### config.mk
export PLATFORM = sky130hd
export DESIGN_NAME = uart_tx_engine
export DESIGN_NICKNAME = d
export VERILOG_FILES = /design/src/rtl/uart_tx_engine.sv
export SDC_FILE = /design/constraint.sdc
export NUM_CORES = 1
export LEC_CHECK = 0
export CAP_MARGIN = 30
export CORE_MARGIN = 4
export CORE_UTILIZATION = 50
export CTS_CLUSTER_DIAMETER = 40
export CTS_CLUSTER_SIZE = 24
export DETAILED_ROUTE_END_ITERATION = 8
export GPL_ROUTABILITY_DRIVEN = 0
export PLACE_DENSITY = 0.7
export SLEW_MARGIN = 20
export SYNTH_ARGS = -nofsm -noshare
export SYNTH_HDL_FRONTEND = slang
export SYNTH_SLANG_ARGS = --single-unit
### constraint.sdc
create_clock -name clk -period 2.5 [get_ports clk]
set_input_delay 0.375 -clock clk [delete_from_list [all_inputs] [get_ports clk]]
set_output_delay 0.375 -clock clk [all_outputs]
set_load 0.02 [all_outputs]
### src/rtl/uart_tx_engine.sv
// UART transmitter with internal baud divider and valid/ready transmit FIFO; optional parity via UART_TX_PARITY_EN.
// Latency: word accepted at edge N into an idle, empty engine is popped at N+1; uart_tx goes low after N+2.
// Backpressure: tx_ready = !full from the registered count; a push while full is dropped even if a pop happens.

module sync_fifo #(
    parameter int WIDTH = 8,
    parameter int DEPTH = 4
) (
    input  logic                     clk,
    input  logic                     reset,
    input  logic                     wr_vld,
    output logic                     wr_rdy,
    input  logic [WIDTH-1:0]         wr_dat,
    input  logic                     rd_en,
    output logic [WIDTH-1:0]         rd_dat,
    output logic                     empty,
    output logic [$clog2(DEPTH):0]   count
);
    localparam int AW = $clog2(DEPTH);
    localparam logic [AW:0]   FULL_CNT = (AW+1)'(DEPTH);
    localparam logic [AW:0]   CNT_ONE  = (AW+1)'(1);
    localparam logic [AW-1:0] PTR_ONE  = AW'(1);

    logic [WIDTH-1:0] mem [DEPTH];
    logic [AW-1:0]    wr_ptr;
    logic [AW-1:0]    rd_ptr;
    logic             push;
    logic             pop;

    assign wr_rdy = (count != FULL_CNT);
    assign empty  = (count == '0);
    assign push   = wr_vld && wr_rdy;
    assign pop    = rd_en && !empty;
    assign rd_dat = mem[rd_ptr];

    always_ff @(posedge clk) begin
        if (reset) begin
            wr_ptr <= '0;
            rd_ptr <= '0;
            count  <= '0;
        end else begin
            if (push) wr_ptr <= wr_ptr + PTR_ONE;
            if (pop)  rd_ptr <= rd_ptr + PTR_ONE;
            case ({push, pop})
                2'b10:   count <= count + CNT_ONE;
                2'b01:   count <= count - CNT_ONE;
                default: count <= count;
            endcase
        end
    end

    always_ff @(posedge clk) begin
        if (push) mem[wr_ptr] <= wr_dat;
    end
endmodule

module uart_tx_engine #(
    parameter int CLK_HZ     = 12000000,
    parameter int BAUD       = 9600,
    parameter int DATA_BITS  = 8,
    parameter int STOP_BITS  = 1,
    parameter int FIFO_DEPTH = 4
) (
    input  logic                          clk,
    input  logic                          reset,
    input  logic [DATA_BITS-1:0]          tx_data,
    input  logic                          tx_valid,
    output logic                          tx_ready,
    output logic                          uart_tx,
    output logic                          busy,
    output logic [$clog2(FIFO_DEPTH):0]   fifo_count
`ifdef UART_TX_PARITY_EN
    ,
    input  logic                          parity_odd
`endif
);
    localparam int DIVISOR = CLK_HZ / BAUD;
    localparam int CW      = $clog2(DIVISOR);

    localparam logic [2:0] S_IDLE   = 3'd0;
    localparam logic [2:0] S_START  = 3'd1;
    localparam logic [2:0] S_DATA   = 3'd2;
`ifdef UART_TX_PARITY_EN
    localparam logic [2:0] S_PARITY = 3'd3;
`endif
    localparam logic [2:0] S_STOP   = 3'd4;

    logic [2:0]           state;
    logic [CW-1:0]        baud_cnt;
    logic [2:0]           bit_cnt;
    logic [DATA_BITS-1:0] shift_reg;
    logic [DATA_BITS-1:0] head;
    logic                 fifo_empty;
    logic                 pop;
    logic                 baud_wrap;
    logic                 data_last;
    logic                 stop_last;
    logic                 line_nxt;
`ifdef UART_TX_PARITY_EN
    logic                 par_bit;
`endif

    sync_fifo #(
        .WIDTH (DATA_BITS),
        .DEPTH (FIFO_DEPTH)
    ) u_fifo (
        .clk    (clk),
        .reset  (reset),
        .wr_vld (tx_valid),
        .wr_rdy (tx_ready),
        .wr_dat (tx_data),
        .rd_en  (pop),
        .rd_dat (head),
        .empty  (fifo_empty),
        .count  (fifo_count)
    );

    assign baud_wrap = (baud_cnt == CW'(DIVISOR - 1));
    assign data_last = (bit_cnt == 3'(DATA_BITS - 1));
    assign stop_last = (bit_cnt == 3'(STOP_BITS - 1));
    assign busy      = (state != S_IDLE) || !fifo_empty;

    // The pop on the last stop tick is what makes back-to-back frames gapless.
    always_comb begin
        pop = 1'b0;
        if (!fifo_empty) begin
            if (state == S_IDLE)
                pop = 1'b1;
            else if (state == S_STOP && baud_wrap && stop_last)
                pop = 1'b1;
        end
    end

    always_comb begin
        line_nxt = 1'b1;
        case (state)
            S_START:  line_nxt = 1'b0;
            S_DATA:   line_nxt = shift_reg[0];
`ifdef UART_TX_PARITY_EN
            S_PARITY: line_nxt = par_bit;
`endif
            default:  line_nxt = 1'b1;
        endcase
    end

    always_ff @(posedge clk) begin
        if (reset) begin
            state     <= S_IDLE;
            baud_cnt  <= '0;
            bit_cnt   <= '0;
            shift_reg <= '0;
            uart_tx   <= 1'b1;
`ifdef UART_TX_PARITY_EN
            par_bit   <= 1'b0;
`endif
        end else begin
            uart_tx <= line_nxt;
            if (pop) begin
                state     <= S_START;
                baud_cnt  <= '0;
                bit_cnt   <= '0;
                shift_reg <= head;
`ifdef UART_TX_PARITY_EN
                par_bit   <= (^head) ^ parity_odd;
`endif
            end else if (state == S_IDLE) begin
                baud_cnt <= '0;
            end else begin
                baud_cnt <= baud_wrap ? '0 : baud_cnt + CW'(1);
                if (baud_wrap) begin
                    case (state)
                        S_START: begin
                            state   <= S_DATA;
                            bit_cnt <= '0;
                        end
                        S_DATA: begin
                            shift_reg <= shift_reg >> 1;
                            if (data_last) begin
                                bit_cnt <= '0;
`ifdef UART_TX_PARITY_EN
                                state   <= S_PARITY;
`else
                                state   <= S_STOP;
`endif
                            end else begin
                                bit_cnt <= bit_cnt + 3'd1;
                            end
                        end
`ifdef UART_TX_PARITY_EN
                        S_PARITY: begin
                            state   <= S_STOP;
                            bit_cnt <= '0;
                        end
`endif
                        S_STOP: begin
                            if (stop_last) state <= S_IDLE;
                            else           bit_cnt <= bit_cnt + 3'd1;
                        end
                        default: state <= S_IDLE;
                    endcase
                end
            end
        end
    end
endmodule

==> flow_metrics.tcl, run 1 <==
set metrics [dict create \
    cap_violations 0 \
    fin_hold_ws_ns 0.486 \
    finalSetupViolCount 0 \
    yosys.cell_types.count 41 \
    p_total_mw 3.37 \
    core_um2 5610 \
    avgSynthCellArea_um2 12.2 \
    ios 17 \
    syn_inst 240 \
    dpl.hpwl_um 3470 \
    drive_gt1_share_pct 18.3 \
    cts_tree "yes" \
    min_period_ns 2.33 \
    dieArea_um2 7150 \
    grt_pass1_wl_um 8610 \
    worst_pin_slew_ns 0.543 \
    crit_path_end_kind "register" \
    num_rows 27 \
    critPathArrivalTime_ns 2.62 \
    min_period_over_period_pct 93.3 \
    critPathMaxFanout 5 \
    antennaDiodeCount 0 \
    fillers 467 \
    synth_area_um2 2930 \
    ctsHoldBuffers 0 \
    worstPathRequired_ns 2.79 \
    syn2layout_area_growth_pct 18.0 \
    seq_area_um2 1660 \
    status "completed" \
    antenna_found_initial 0 \
    start_util_pct 52.3 \
    first_pass_iters 4 \
    maxSlewViolCount 0 \
    grt_usage_pct 15.5 \
    hold_viol 0 \
    hold_path_class "register to register" \
    reg2reg_depth 11 \
    cts_sinks 67 \
    slew_headroom_pct 63.7 \
    vdd_drop_max_mv 0.516 \
    clk_pin_slew_ns 0.08 \
    dp_cells 331 \
    viasPerCell 5.30 \
    r2r_slack_ns 0.17 \
    clockRootBuffer "clkbuf_8" \
    drtIter0Drc 103 \
    portBuffers 16 \
    fin_skew_ns 0.00974 \
    grt_pass1_vias 1839 \
    finalSetupTns_ns 0 \
    ys_warn_count 0 \
    wl_per_cell_um 14.3 \
    clk_path_buf_depth 2 \
    yosysSeqAreaShare_pct 56.7 \
    p_leak_nw 1.25 \
    largest_reg_flops 32 \
    syn_nets 262 \
    hold_depth 2 \
    multi_input_area_um2 1210 \
    critical_path_class "register to register" \
    power.density_nw_per_um2 974 \
    synth-seq-cells 67 \
    finish.net_count 295 \
    drtAntennaViolNets 0 \
    max_freq_ghz 0.429 \
    grt_max_degree 17 \
    numCtsBuffers 9 \
    overflow 0 \
    num_vias 1855 \
    dieWidth_um 84.6 \
    cts_max_level 3 \
    clk_latency_ns 0.36 \
    detail_route.drc_violations 0 \
    start_kind "register" \
    finalNonFillerCells 350 \
    die_y_um 84.6 \
    routed_wl_um 5000 \
    rsz0062_at_grt "false" \
]
==> layout make-up <==
type	instances	area share [%]
sequential	67	48.0
clock buffer	9	3.58
multi-input combinational	155	35.0
inverter	10	1.08
timing repair buffer	30	7.66
tap	72	2.60
clock inverter	7	2.06
==> through the flow <==
step | instance area, um^2 | setup slack (ns) | util (%)
global placement | 3230 | 0.151 | 57.6
CTS | 3420 | 0.0145 | 61.1
global route | 3460 | 0.00948 | 61.7
detailed placement | 3230 | 0.0317 | 57.6
finish | 3460 | 0.168 | 61.7
floorplan | 2930 | 0.0597 | -
==> repair_timing <==
action / 4_1_cts / 5_1_grt
setup buffers: 0 / 3
resized for setup: 0 / 3
endpoints found under the setup margin: 0 / 1
==> Yosys cell counts <==
cell type	instances	share of area [%]
a21oi_1	8	1.4
a21oi_4	1	0.55
a31o_1	1	0.30
a31oi_1	1	0.21
a31oi_2	1	0.43
a31oi_4	1	0.73
and2_1	2	0.43
and3_1	5	1.1
and4bb_4	1	0.55
buf_1	3	0.38
buf_2	5	0.85
dfxtp_1	35	24
edfxtp_1	32	33
fa_1	1	0.68
ha_1	10	4.3
inv_1	10	1.3
mux2i_1	3	1.0
mux4_2	8	6.1
nand2_1	7	0.90
nand2b_1	4	0.85
nand3_1	6	1.0
nand3_4	1	0.60
nand3b_1	3	0.77
nand4_1	2	0.43
nand4b_1	1	0.30
nor2_1	41	5.2
nor2_8	1	0.68
nor2b_1	2	0.43
nor2b_2	1	0.30
nor3_1	9	1.5
nor3_2	1	0.34
nor3b_1	2	0.51
nor4b_4	1	0.81
o211ai_2	1	0.43
o21ai_0	3	0.51
o22a_1	7	2.1
or2_1	1	0.21
or2_4	1	0.30
or3_1	3	0.64
xnor2_1	6	1.8
xor2_1	8	2.4
==> power breakdown <==
part,internal (mW),leakage (nW),switching (mW)
Combinational,0.526,0.570,0.530
Clock,0.398,0.103,0.497
Sequential,1.31,0.580,0.111
Total,2.23,1.25,1.14
==> final timing paths <==
| kind | start | end |
|---|---|---|
| setup / recovery | baud_cnt[1] | u_fifo.count[2] |
| hold / removal | shift_reg[7] | shift_reg[7] |
| setup reg to reg | baud_cnt[1] | u_fifo.count[2] |
| hold reg to reg | shift_reg[7] | shift_reg[7] |
==> critical path, stage by stage (launching register included) <==
cell and delay, ns:
dfxtp_2 0.34, inv_1 0.05, ha_1 0.13, nor4b_4 0.26
a31oi_4 0.16, nor2_8 0.15, ha_4 0.16, inv_1 0.05
fa_1 0.37, xor2_1 0.16, or3_1 0.31, a21oi_1 0.14
==> kinds of logic (layout without fill, tap and decap cells) <==
family / count (synthesis) / in the layout / share of synthesized area, %
XOR/XNOR: 14 / 14 / 4.18
flip-flops: 67 / 67 / 56.7
adder cells (fa/ha/maj): 11 / 11 / 4.95
AO/OA/AOI/OAI: 24 / 24 / 6.61
buffers and inverters: 18 / 56 / 2.52
AND/OR/NAND/NOR: 95 / 95 / 17.9
multiplexers: 11 / 11 / 7.17
==> routing by layer <==
layer,share of wire (%),global-route usage (%),vias to the layer above
met3,3.8,5.40,10
li1,-,-,924
met2,45,21.8,37
met5,0,0,-
met1,50,21.5,884
met4,1.4,6.76,0
==> cells in the final DEF (no fill, tap or decap), drive strengths merged, types with 2 or more instances in the layout <==
master	instances
nor3b	2
nor3	10
or2	2
or3	3
nand3b	3
nand2b	4
and2	2
clkdlybuf4s50	16
ha	10
nor2b	3
nand2	7
mux2i	3
clkbuf	9
nor2	42
o21ai	3
and3	5
nand4	2
o22a	7
inv	17
dfxtp	35
mux4	8
nand3	7
a21oi	9
edfxtp	32
xor2	8
buf	14
a31oi	3
xnor2	6
(Power assumes the default switching activity.)
==> run 2, diff against run 1 <==
Settings changed: CTS_BUF_LIST from default to sky130_fd_sc_hd__clkbuf_8.
==> results of run 2 <==
Same layout as run 1: the final DEF is identical, and so are final timing and power.
==> run 3, diff against run 2 <==
Settings changed: HOLD_SLACK_MARGIN from default to 0.08.
==> results of run 3 <==
Same layout as run 1: the final DEF is identical, and so are final timing and power.
